<file path="src/rtl/axi_ctrl_pkg.sv">
// Shared constants and helpers for the AXI-Lite control/parameter register file.
package axi_ctrl_pkg;

  // Bit positions inside register 0 (control/status)
  localparam int REG0_GO_BIT     = 0;
  localparam int REG0_BUSY_BIT   = 1;
  localparam int REG0_DONE_BIT   = 2;
  localparam int REG0_IRQ_EN_BIT = 3;

  // AXI response codes
  localparam logic [1:0] RESP_OKAY   = 2'b00;
  localparam logic [1:0] RESP_SLVERR = 2'b10;

  // Read image of register 0; GO is write-only and always reads back 0
  function automatic logic [31:0] reg0_word(input logic irq_en, input logic done,
                                            input logic busy);
    logic [31:0] w;
    w                  = '0;
    w[REG0_BUSY_BIT]   = busy;
    w[REG0_DONE_BIT]   = done;
    w[REG0_IRQ_EN_BIT] = irq_en;
    return w;
  endfunction

  // Replace only the bytes of old_word whose strobe bit is set
  function automatic logic [31:0] byte_merge(input logic [31:0] old_word,
                                             input logic [31:0] wdata,
                                             input logic [3:0]  strb);
    logic [31:0] w;
    w = old_word;
    for (int b = 0; b < 4; b++) begin
      if (strb[b]) w[8*b +: 8] = wdata[8*b +: 8];
    end
    return w;
  endfunction

endpackage

</file>
<file path="src/rtl/axi_ctrl_regfile.sv">
// AXI-Lite slave exposing a control/status register (reg 0) and
// NUM_REGS-1 read/write parameter registers driven out on USER_PARAM.
module axi_ctrl_regfile
  import axi_ctrl_pkg::*;
#(
  parameter int                         NUM_REGS    = 4,
  parameter int                         ADDR_W      = 6,
  parameter logic [(NUM_REGS-1)*32-1:0] PARAM_RESET = '0
) (
  input  logic                         AXI_CTRL_ACLK,
  input  logic                         AXI_CTRL_ARESET,
  input  logic [ADDR_W-1:0]            AXI_CTRL_AWADDR,
  input  logic                         AXI_CTRL_AWVALID,
  output logic                         AXI_CTRL_AWREADY,
  input  logic [31:0]                  AXI_CTRL_WDATA,
  input  logic [3:0]                   AXI_CTRL_WSTRB,
  input  logic                         AXI_CTRL_WVALID,
  output logic                         AXI_CTRL_WREADY,
  output logic [1:0]                   AXI_CTRL_BRESP,
  output logic                         AXI_CTRL_BVALID,
  input  logic                         AXI_CTRL_BREADY,
  input  logic [ADDR_W-1:0]            AXI_CTRL_ARADDR,
  input  logic                         AXI_CTRL_ARVALID,
  output logic                         AXI_CTRL_ARREADY,
  output logic [31:0]                  AXI_CTRL_RDATA,
  output logic [1:0]                   AXI_CTRL_RRESP,
  output logic                         AXI_CTRL_RVALID,
  input  logic                         AXI_CTRL_RREADY,
  output logic [(NUM_REGS-1)*32-1:0]   USER_PARAM,
  output logic                         USER_GO,
  input  logic                         USER_BUSY,
  input  logic                         USER_DONE,
  output logic                         USER_IRQ
);

  localparam int IDX_W = ADDR_W - 2;
  localparam int PW    = (NUM_REGS - 1) * 32;

  // Write-side holding registers
  logic              aw_full_q;
  logic [IDX_W-1:0]  aw_idx_q;
  logic              w_full_q;
  logic [31:0]       w_data_q;
  logic [3:0]        w_strb_q;
  logic              bvalid_q;
  logic [1:0]        bresp_q;

  // Read-side response registers
  logic              rvalid_q;
  logic [31:0]       rdata_q;
  logic [1:0]        rresp_q;

  // Architectural state
  logic [PW-1:0]     param_q;
  logic              go_q;
  logic              done_q;
  logic              done_d;
  logic              irq_en_q;

  logic              aw_hs;
  logic              w_hs;
  logic              ar_hs;
  logic              commit;
  logic [31:0]       wr_idx;
  logic [31:0]       rd_idx;
  logic              wr_ok;
  logic              rd_ok;
  logic              reg0_wr;
  logic              go_fire;
  logic [31:0]       rd_word;
  logic              unused_addr_lsbs;

  // Byte offset within a word carries no meaning here
  assign unused_addr_lsbs = ^{AXI_CTRL_AWADDR[1:0], AXI_CTRL_ARADDR[1:0]};

  // Ready terms are gated by reset so the interface is quiet while it is held
  assign AXI_CTRL_AWREADY = ~AXI_CTRL_ARESET & ~aw_full_q & ~bvalid_q;
  assign AXI_CTRL_WREADY  = ~AXI_CTRL_ARESET & ~w_full_q  & ~bvalid_q;
  assign AXI_CTRL_ARREADY = ~AXI_CTRL_ARESET & ~rvalid_q;

  assign aw_hs  = AXI_CTRL_AWVALID & AXI_CTRL_AWREADY;
  assign w_hs   = AXI_CTRL_WVALID  & AXI_CTRL_WREADY;
  assign ar_hs  = AXI_CTRL_ARVALID & AXI_CTRL_ARREADY;
  assign commit = aw_full_q & w_full_q & ~bvalid_q;

  assign wr_idx  = 32'(aw_idx_q);
  assign rd_idx  = 32'(AXI_CTRL_ARADDR[ADDR_W-1:2]);
  assign wr_ok   = wr_idx < 32'(NUM_REGS);
  assign rd_ok   = rd_idx < 32'(NUM_REGS);
  assign reg0_wr = commit & wr_ok & (wr_idx == 32'd0) & w_strb_q[0];
  // GO request while the core is busy is silently dropped
  assign go_fire = reg0_wr & w_data_q[REG0_GO_BIT] & ~USER_BUSY;

  assign AXI_CTRL_BVALID = bvalid_q;
  assign AXI_CTRL_BRESP  = bresp_q;
  assign AXI_CTRL_RVALID = rvalid_q;
  assign AXI_CTRL_RDATA  = rdata_q;
  assign AXI_CTRL_RRESP  = rresp_q;
  assign USER_PARAM      = param_q;
  assign USER_GO         = go_q;
  assign USER_IRQ        = done_q & irq_en_q;

  // Write channel control: holder occupancy and the single outstanding B response
  always_ff @(posedge AXI_CTRL_ACLK) begin
    if (AXI_CTRL_ARESET) begin
      aw_full_q <= 1'b0;
      w_full_q  <= 1'b0;
      bvalid_q  <= 1'b0;
      bresp_q   <= RESP_OKAY;
    end else if (commit) begin
      aw_full_q <= 1'b0;
      w_full_q  <= 1'b0;
      bvalid_q  <= 1'b1;
      bresp_q   <= wr_ok ? RESP_OKAY : RESP_SLVERR;
    end else begin
      if (aw_hs) aw_full_q <= 1'b1;
      if (w_hs)  w_full_q  <= 1'b1;
      if (bvalid_q && AXI_CTRL_BREADY) bvalid_q <= 1'b0;
    end
  end

  // Holder payloads; only meaningful while the matching full flag is set
  always_ff @(posedge AXI_CTRL_ACLK) begin
    if (aw_hs) aw_idx_q <= AXI_CTRL_AWADDR[ADDR_W-1:2];
    if (w_hs) begin
      w_data_q <= AXI_CTRL_WDATA;
      w_strb_q <= AXI_CTRL_WSTRB;
    end
  end

  // Parameter registers: byte-masked update on an in-range commit
  always_ff @(posedge AXI_CTRL_ACLK) begin
    if (AXI_CTRL_ARESET) begin
      param_q <= PARAM_RESET;
    end else if (commit && wr_ok) begin
      for (int r = 1; r < NUM_REGS; r++) begin
        if (wr_idx == 32'(r)) begin
          param_q[(r-1)*32 +: 32] <= byte_merge(param_q[(r-1)*32 +: 32], w_data_q, w_strb_q);
        end
      end
    end
  end

  // Sticky DONE: a completion event wins over W1C and over the GO-triggered clear
  always_comb begin
    done_d = done_q;
    if (go_fire || (reg0_wr && w_data_q[REG0_DONE_BIT])) done_d = 1'b0;
    if (USER_DONE) done_d = 1'b1;
  end

  // Control register state and the one-cycle GO pulse
  always_ff @(posedge AXI_CTRL_ACLK) begin
    if (AXI_CTRL_ARESET) begin
      go_q     <= 1'b0;
      done_q   <= 1'b0;
      irq_en_q <= 1'b0;
    end else begin
      go_q   <= go_fire;
      done_q <= done_d;
      if (reg0_wr) irq_en_q <= w_data_q[REG0_IRQ_EN_BIT];
    end
  end

  // Read mux over current state; sampling it at the AR edge yields pre-write data
  always_comb begin
    rd_word = '0;
    if (rd_idx == 32'd0) rd_word = reg0_word(irq_en_q, done_q, USER_BUSY);
    for (int r = 1; r < NUM_REGS; r++) begin
      if (rd_idx == 32'(r)) rd_word = param_q[(r-1)*32 +: 32];
    end
  end

  // Read response register, held until RREADY
  always_ff @(posedge AXI_CTRL_ACLK) begin
    if (AXI_CTRL_ARESET) begin
      rvalid_q <= 1'b0;
      rdata_q  <= '0;
      rresp_q  <= RESP_OKAY;
    end else if (ar_hs) begin
      rvalid_q <= 1'b1;
      rdata_q  <= rd_ok ? rd_word : 32'h0;
      rresp_q  <= rd_ok ? RESP_OKAY : RESP_SLVERR;
    end else if (rvalid_q && AXI_CTRL_RREADY) begin
      rvalid_q <= 1'b0;
    end
  end

endmodule
</file>
<file path="config.mk">
export PLATFORM = sky130hd
export DESIGN_NAME = axi_ctrl_regfile
export DESIGN_NICKNAME = d
export VERILOG_FILES = /design/src/rtl/axi_ctrl_pkg.sv /design/src/rtl/axi_ctrl_regfile.sv
export SDC_FILE = /design/constraint.sdc
export NUM_CORES = 1
export LEC_CHECK = 0
export CORE_MARGIN = 5
export CORE_UTILIZATION = 50
export DETAILED_ROUTE_END_ITERATION = 8
export DONT_BUFFER_PORTS = 1
export MAX_ROUTING_LAYER = met4
export SETUP_SLACK_MARGIN = 0.02
export SYNTH_ARGS = -nofsm -noshare
export SYNTH_HDL_FRONTEND = slang
export SYNTH_SLANG_ARGS = --single-unit
export TNS_END_PERCENT = 1
</file>
<file path="constraint.sdc">
create_clock -name AXI_CTRL_ACLK -period 13.9 [get_ports AXI_CTRL_ACLK]
set_input_delay 2.085 -clock AXI_CTRL_ACLK [delete_from_list [all_inputs] [get_ports AXI_CTRL_ACLK]]
set_output_delay 2.085 -clock AXI_CTRL_ACLK [all_outputs]
set_load 0.05 [all_outputs]
</file>
==> impl_metrics.yaml, run 1 <==
place:
  pre_cts_slack_ns: 9.008
  dp_hpwl_um: 11430
  gp_congestion: 0.8327
  io_buffers: 0
  dp.cells: 802
  dpl_cell_area_mm2: 0.006955
floorplanning:
  placement_rows: 42
  initial_utilization: 0.5152
  num_io_pins: 196
  die_w_um: 127.3
  dieArea_mm2: 0.01620
  core-area_mm2: 0.01335
  die_height_um: 127.3
global_routing:
  gr-total-overflow: 0
  grt_pass1_vias: 4840
  grt_max_degree: 144
  grt_first_pass_wirelength_um: 26880
  antenna_found_initial: 1
  grt_use_total: 0.2215
sta:
  timing.final.crit_share: 0.3533
  max_slew_margin: 0.3732
  fin_skew_ns: 0.007200
  min_period_ns: 4.910
  holdWs_ns: 0.4970
  maxSlewViolCount: 0
  setup_tns_ns: 0
  final_hold_viol_count: 0
  setup_viol: 0
  rsz0062_at_grt: "false"
  worst_pin_slew_ns: 0.9368
  setup_slack_ns: 8.990
  fmax_mhz: 203.7
power_and_ir_drop:
  p_total_mw: 1.039
  p_int_uw: 815.5
  seqPwrFrac: 0.528
  irDropWorstVdd_mv: 0.09074
  p_comb_frac: 0.029
  p_sw_uw: 224.0
  power_frac_clock: 0.443
  p_per_area_mw_per_mm2: 137.9
  swShare: 0.2155
  p_leak_nw: 3.486
logic_synthesis:
  ys_seq_area_frac: 0.5735
  synth_flop_cell: "dfxtp_1"
  synth.ff_latch_count: 177
  syn-instance-count: 663
  netlist_area_mm2: 0.006877
  synth_cell_types: 35
  synth_edf_count: 40
  yosysWarnings: 0
  avgSynthCellArea_um2: 10.37
  synth_async_sr_flop_share: 0
clock_network:
  holdBufCountCts: 0
  clk_path_buf_depth: 2
  cts_resized: 0
  clock-sinks: 177
  cts_tree: "yes"
  clock_latency_ns: 0.42
  htree_levels: 4
  ctsRootBufferMaster: "clkbuf_16"
  cts_buffers: 17
  clkTransAtPathRegs_ns: 0.06
  cts_setup_buffers: 0
flow_run:
  max_cap_violations: 0
cells_and_area:
  multi_input_area_mm2: 0.002716
  layout-drive-gt1-share: 0.08815
  regArea_mm2: 0.003944
  fillers: 1194
  post-route-util: 0.5649
  stdcell_count: 835
  fin_area_mm2: 0.007540
  fin_nets: 702
  area_growth_pct: 9.643
critical_path:
  critPathMaxStageDelay_ns: 0.71
  crit_start: "AXI_CTRL_ARESET"
  worstPathCellList: "nor2_1"
  crit_buf_inv: 0
  critPathMaxFanout: 143
  crit_type: "in -> out"
  worst-endpoint-arrival_ns: 2.83
  worstPathRequired_ns: 11.81
  startpoint_type: "primary input"
  cp_slowest_cell: "nor2_1"
  cpLargestDelayFamily: "simple AND/OR/NAND/NOR gates"
  critPathCaptureType: "primary output"
  r2r_start: "AXI_CTRL_RVALID"
routing:
  wl_per_cell_um: 20.79
  drtAntennaViolNets: 0
  vias_per_cell: 5.649
  drtIter0Drc: 291
  drc_errors: 0
  drt-total-wl_um: 17360
  dr.pass1.iters: 4
  vias: 4717
hold_path:
  min-delay-start: "done_q"
  min_path_type: "reg -> reg"
status:
  run_status: "finished, final reports clean"
sequential cells by signal (all words and copies together), names as in the netlist:
signal	cells
USER_PARAM	96
AXI_CTRL_RDATA	32
w_data_q	32
aw_idx_q	4
w_strb_q	4
AXI_CTRL_BRESP	1
AXI_CTRL_BVALID	1
AXI_CTRL_RRESP	1
AXI_CTRL_RVALID	1
USER_GO	1
aw_full_q	1
done_q	1
irq_en_q	1
w_full_q	1
synth_stat cells (2+ instances only):
cell,count,area [um2]
a211oi_1,2,15.01
a21oi_1,67,335.3
buf_2,5,25.02
buf_4,4,30.03
buf_6,3,33.78
clkbuf_1,34,127.6
dfxtp_1,137,2743
edfxtp_1,40,1201
inv_1,4,15.01
mux2_2,2,22.52
mux2i_1,97,970.9
nand2_1,33,123.9
nand2b_1,2,12.51
nand4_2,12,150.1
nor2_1,162,608.1
nor3_1,4,20.02
nor4b_1,2,17.52
o211ai_1,32,240.2
o21ai_0,3,15.01
o22a_1,3,26.28
power by group through the flow:
stage	sequential (mW)	combinational, mW	clock [mW]
floorplan	0.558	0.0337	0
global placement	0.560	0.0300	0
detailed placement	0.560	0.0307	0
CTS	0.549	0.0308	0.471
global route	0.550	0.0337	0.495
finish	0.549	0.0304	0.460
layout make-up:
cell class | count | share of cell area
Clock buffer | 24 | 0.07119
Timing Repair Buffer | 8 | 0.007965
Tap cell | 176 | 0.02921
Multi-Input combinational cell | 437 | 0.3603
Antenna cell | 1 | 0.0003319
Clock inverter | 8 | 0.005974
Sequential cell | 177 | 0.5231
Inverter | 4 | 0.001991
cells by family after synthesis:
group,share of synthesized area
and+or+nand+nor,0.1559
DFF,0.5735
buffers and inverters,0.03366
muxes,0.1445
AOI/OAI and AO/OA,0.09188
other,0.0005453
layout by cell type (no fill, tap or decap), types with 2 or more instances in the layout:
cell and count:
nor2_1 162, dfxtp_1 137, mux2i_1 97, a21oi_1 67, edfxtp_1 40, nand2_1 33, o211ai_1 32, clkbuf_16 21
nand4_2 12, buf_4 8, clkinv_2 6, nor3_1 4, inv_1 4, o22a_1 3, o21ai_0 3, clkbuf_1 3
nand2b_1 2, mux2_2 2, a211oi_1 2, conb_1 2
layer usage:
| layer | routed length (um) | vias up | global-route usage |
|---|---|---|---|
| li1 | - | 2263 | - |
| met2 | 8480 | 172 | 0.3636 |
| met3 | 1831 | 25 | 0.09516 |
| met5 | 0 | - | - |
| met4 | 311 | 0 | 0.07256 |
| met1 | 6738 | 2257 | 0.2428 |
worst paths after layout:
| check | endpoint | slack [ns] | cells past startpoint |
|---|---|---|---|
| setup / recovery | AXI_CTRL_ARREADY | 8.99 | 1 |
| hold / removal | done_q | 0.50 | 2 |
| setup reg to reg | AXI_CTRL_RDATA[5] | 11.21 | 6 |
| hold reg to reg | done_q | 0.50 | 2 |
Power figures use the tool's default switching activity.
==> run 2, diff against run 1 <==
--- a/config.mk
+++ b/config.mk
@@ -10,6 +10,7 @@
 export DETAILED_ROUTE_END_ITERATION = 8
 export DONT_BUFFER_PORTS = 1
 export MAX_ROUTING_LAYER = met4
+export PLACE_DENSITY = 0.68
 export SETUP_SLACK_MARGIN = 0.02
 export SYNTH_ARGS = -nofsm -noshare
 export SYNTH_HDL_FRONTEND = slang
==> constraint.sdc (replaced) <==
create_clock -name AXI_CTRL_ACLK -period 4.2 [get_ports AXI_CTRL_ACLK]
set_input_delay 0.63 -clock AXI_CTRL_ACLK [delete_from_list [all_inputs] [get_ports AXI_CTRL_ACLK]]
set_output_delay 0.63 -clock AXI_CTRL_ACLK [all_outputs]
set_load 0.05 [all_outputs]
==> run 2 against run 1 <==
Routed wire length up 2.8%. Highest routed layer unchanged. Cell count unchanged. Largest power group unchanged. Clock skew increased by 0.0032 ns. Largest cell class unchanged.
==> impl_metrics.yaml, run 2 (synthesis gave the netlist of run 1 again) <==
floorplanning:
  die_w_um: 127.3
  die_height_um: 127.3
  dieArea_mm2: 0.01620
  placement_rows: 42
  num_io_pins: 196
  initial_utilization: 0.5152
  core-area_mm2: 0.01335
place:
  dpl_cell_area_mm2: 0.006964
  dp_hpwl_um: 11910
  dp.cells: 802
  io_buffers: 0
  gp_congestion: 0.8518
power_and_ir_drop:
  p_per_area_mw_per_mm2: 470.9
  irDropWorstVdd_mv: 0.2821
  p_leak_nw: 3.498
  p_total_mw: 3.572
clock_network:
  clkTransAtPathRegs_ns: 0.07
  ctsRootBufferMaster: "clkbuf_16"
  clk_path_buf_depth: 2
  holdBufCountCts: 0
  cts_tree: "yes"
  clock_latency_ns: 0.42
  cts_setup_buffers: 0
  htree_levels: 4
  cts_buffers: 17
  clock-sinks: 177
  cts_resized: 0
sta:
  timing.final.crit_share: 0.5953
  max_slew_margin: 0.3787
  holdWs_ns: 0.2709
  final_hold_viol_count: 0
  setup_tns_ns: 0
  min_period_ns: 2.500
  setup_viol: 0
  fin_skew_ns: 0.01035
  worst_pin_slew_ns: 0.9286
  fmax_mhz: 400.0
  rsz0062_at_grt: "false"
  maxSlewViolCount: 0
cells_and_area:
  stdcell_count: 835
  layout-drive-gt1-share: 0.08663
  area_growth_pct: 10.32
  largest_register_ffs: 96
  final_cell_mix: "nor2_1 (162), dfxtp_1 (137), mux2i_1 (97)"
  fin_area_mm2: 0.007586
  fin_nets: 702
  layout_commonest_cell: "nor2_1"
critical_path:
  critPathCaptureType: "register"
  worstPathRequired_ns: 4.51
  r2r_cells: 4
  startpoint_type: "register"
  worst-endpoint-arrival_ns: 2.81
  critPathMaxStageDelay_ns: 0.87
  crit_start: "AXI_CTRL_BVALID"
  crit_cells: 4
  cp_slowest_cell: "and3b_1"
  crit_type: "reg -> reg"
  cp-endpoint: "USER_PARAM[54]"
  worstPathCellList: "and3b_1 -> nand4_2 -> mux2i_1 -> nor2_1"
  r2r_start: "AXI_CTRL_BVALID"
  crit_buf_inv: 0
  r2r_end: "USER_PARAM[54]"
  critPathMaxFanout: 16
  cpLargestDelayFamily: "simple AND/OR/NAND/NOR gates"
  setup.reg_to_reg.worst_slack_ns: 1.70
routing:
  drtIter0Drc: 267
  wl_met3_um: 1830
  drtAntennaViolNets: 0
  wl_per_cell_um: 21.38
  drc_errors: 0
  vias_per_cell: 5.814
  highest_layer: "met4"
  met2_wirelength_um: 8858
  drt-total-wl_um: 17850
  dr.pass1.iters: 5
  vias: 4855
  wl_met1_um: 6765
global_routing:
  antenna_found_initial: 1
  grt_first_pass_wirelength_um: 27590
  grt_use_total: 0.2242
  gr-total-overflow: 0
  grt_max_degree: 144
  grt_pass1_vias: 4962
status:
  run_status: "finished, final reports clean"
hold_path:
  min-delay-start: "AXI_CTRL_ARESET"
  holdPathStages: 1
  min_path_type: "in -> reg"
flow_run:
  max_cap_violations: 0
## run 2: routing by layer
metal	GRT usage	up-vias
li1	-	2275
met1	0.2447	2357
met2	0.3583	190
met3	0.1006	33
met4	0.08959	0
met5	-	-
## run 2: worst reg2reg max path, stage by stage, from the launching register on
cell and delay [ns]:
dfxtp_1 0.57, and3b_1 0.87, nand4_2 0.55, mux2i_1 0.34
nor2_1 0.07
## run 2: through the flow
stage	utilization	setup WS, ns
finish	0.5683	1.700
global route	0.5683	1.534
CTS	0.5681	1.667
detailed placement	0.5217	1.616
global placement	0.5217	1.694
floorplan	-	0.7193
## run 2: final cells by class
class	instances	area, um2
flip-flops and latches	177	3944
clock inverters	12	162.7
inverters	4	15.01
diodes	1	2.502
repair buffers	8	60.06
fillers	1169	5762
well taps	176	220.2
clock buffers	20	456.7
multi-input cells	437	2725
## run 2: worst min path at each step
stage,end,slack (ns)
after floorplan,done_q,0.46
after global placement,done_q,0.48
after detailed placement,done_q,0.48
after CTS,AXI_CTRL_RDATA[9],0.26
after global routing,AXI_CTRL_RDATA[9],0.25
final,AXI_CTRL_RDATA[9],0.27
## run 2: power breakdown
group	internal (mW)	total, mW	switching (mW)
Combinational	0.0337	0.103	0.0689
Clock	1.02	1.65	0.633
Sequential	1.77	1.82	0.0462
==> run 3, diff against run 2 <==
==> constraint.sdc (replaced) <==
create_clock -name AXI_CTRL_ACLK -period 2.2 [get_ports AXI_CTRL_ACLK]
set_input_delay 0.33 -clock AXI_CTRL_ACLK [delete_from_list [all_inputs] [get_ports AXI_CTRL_ACLK]]
set_output_delay 0.33 -clock AXI_CTRL_ACLK [all_outputs]
set_load 0.05 [all_outputs]
==> run 3 against run 2 <==
The run now ends with hold timing left. Power is 92% higher. Routed wire length up 2.9%. Fmax increased by 19%. Clock skew is 0.0015 ns lower. Design area is 8.6% higher. Non-clock buffer count grew 65. Count of clock-buffer cells in the layout grew 4. Sequential share of layout area fell by 4.1 points. Worst hold slack worse by 0.29 ns. Via count grew 5.6%. Cell count increased by 7.7%. Combinational power rose to 2.8 times the previous value. Largest power group unchanged. Highest routed layer unchanged.
==> impl_metrics.yaml, run 3 (synthesis gave the netlist of run 1 again) <==
sta:
  fmax_mhz: 476.2
  setup_slack_ns: 0.1002
  rsz0062_at_grt: "true"
  worst_pin_slew_ns: 0.6286
  holdWs_ns: -0.01923
  max_slew_margin: 0.5804
  setup_viol: 0
  final_hold_viol_count: 27
  min_period_ns: 2.100
  fin_skew_ns: 0.008864
  timing.final.crit_share: 0.9544
  maxSlewViolCount: 0
cells_and_area:
  fin_area_mm2: 0.008238
  regArea_mm2: 0.003948
  fin_nets: 767
  layout_commonest_cell: "nor2_1"
  multi_input_area_mm2: 0.002725
  layout-drive-gt1-share: 0.08990
  area_growth_pct: 19.80
  post-route-util: 0.6172
  largest_register_ffs: 96
  fillers: 1082
  num_antenna_cells: 0
  final_cell_mix: "nor2_1 (162), dfxtp_1 (136), mux2i_1 (97)"
critical_path:
  worst-endpoint-arrival_ns: 2.46
  r2r_cells: 6
  worstPathRequired_ns: 2.56
  critPathMaxStageDelay_ns: 0.58
  startpoint_type: "register"
  worstPathCellList: "or3b_1 -> nor3_4 -> buf_4 -> o211ai_1 -> a21oi_1 -> dlygate4sd3_1"
  cp_slowest_cell: "dlygate4sd3_1"
  critPathCaptureType: "register"
  critPathMaxFanout: 8
  crit_type: "reg -> reg"
floorplanning:
  core-area_mm2: 0.01335
  placement_rows: 42
  dieArea_mm2: 0.01620
  die_height_um: 127.3
  die_w_um: 127.3
  num_io_pins: 196
  initial_utilization: 0.5152
global_routing:
  antenna_found_initial: 0
  gr-total-overflow: 0
  grt_pass1_vias: 5213
  grt_first_pass_wirelength_um: 28340
  grt_max_degree: 144
  grt_use_total: 0.2311
power_and_ir_drop:
  p_per_area_mw_per_mm2: 833.2
  p_leak_nw: 3.811
  p_total_mw: 6.864
  irDropWorstVdd_mv: 0.4910
clock_network:
  clock-sinks: 177
  cts_tree: "yes"
  clk_path_buf_depth: 2
  clock_latency_ns: 0.42
  htree_levels: 4
  clkTransAtPathRegs_ns: 0.07
  cts_setup_buffers: 0
  cts_buffers: 17
  ctsRootBufferMaster: "clkbuf_16"
  holdBufCountCts: 57
routing:
  vias_per_cell: 5.703
  drc_errors: 0
  drtIter0Drc: 356
  wl_per_cell_um: 20.43
  drt-total-wl_um: 18370
  drtAntennaViolNets: 0
  vias: 5127
  dr.pass1.iters: 5
place:
  pre_cts_slack_ns: 0.2505
  dp_hpwl_um: 11600
  dpl_cell_area_mm2: 0.007053
  io_buffers: 0
  gp_congestion: 0.8474
status:
  violations: "hold timing"
  run_status: "complete, but fails checks"
hold_path:
  holdPathStages: 1
  min_path_type: "in -> reg"
flow_run:
  max_cap_violations: 0
run 3: through the flow:
step           std cells  TNS (ns)
6_report             899         0
5_1_grt              899         0
4_1_cts              899         0
3_5_place_dp         810         0
3_3_place_gp         810         0
2_1_floorplan        664    -1.571
run 3: final timing paths:
check | from | end | slack [ns]
setup / recovery | AXI_CTRL_RVALID | AXI_CTRL_RDATA[6] | 0.10
hold / removal | AXI_CTRL_ARESET | AXI_CTRL_RDATA[19] | -0.02
setup reg to reg | AXI_CTRL_RVALID | AXI_CTRL_RDATA[6] | 0.10
hold reg to reg | w_data_q[8] | USER_PARAM[40] | 0.54
run 3: report_power, final:
| group | switching, mW | internal [mW] |
|---|---|---|
| clock network | 1.22 | 1.89 |
| logic | 0.157 | 0.135 |
| registers | 0.0832 | 3.38 |
run 3: layout make-up:
| class | instances | share of cell area |
|---|---|---|
| multi-input cells | 437 | 0.3308 |
| flip-flops and latches | 177 | 0.4792 |
| inverters | 4 | 0.001823 |
| clock buffers | 24 | 0.05863 |
| clock inverters | 8 | 0.01549 |
| well taps | 176 | 0.02673 |
| repair buffers | 73 | 0.08733 |
run 3: worst max-delay path, delay by kind of cell (launching register included):
family	cells	cell delay, ns
flops	1	0.31
compound gates	2	0.27
buf+inv	2	0.78
simple gates	2	0.68
run 3: routing by layer:
metal  share of wire  wire [um]  vias to the layer above  track usage
li1                -          -                     2409            -
met1            0.37       6784                     2462       0.2502
met2            0.51       9332                      221       0.3788
met3            0.10       1861                       35      0.09057
met4           0.021        388                        0      0.09779
met5               0          0                        -            -
run 3: timing repair:
action                                  4_1_cts  5_1_grt
resized for setup                             0        1
endpoints found under the setup margin        0        1
endpoints found under the hold margin       176       73
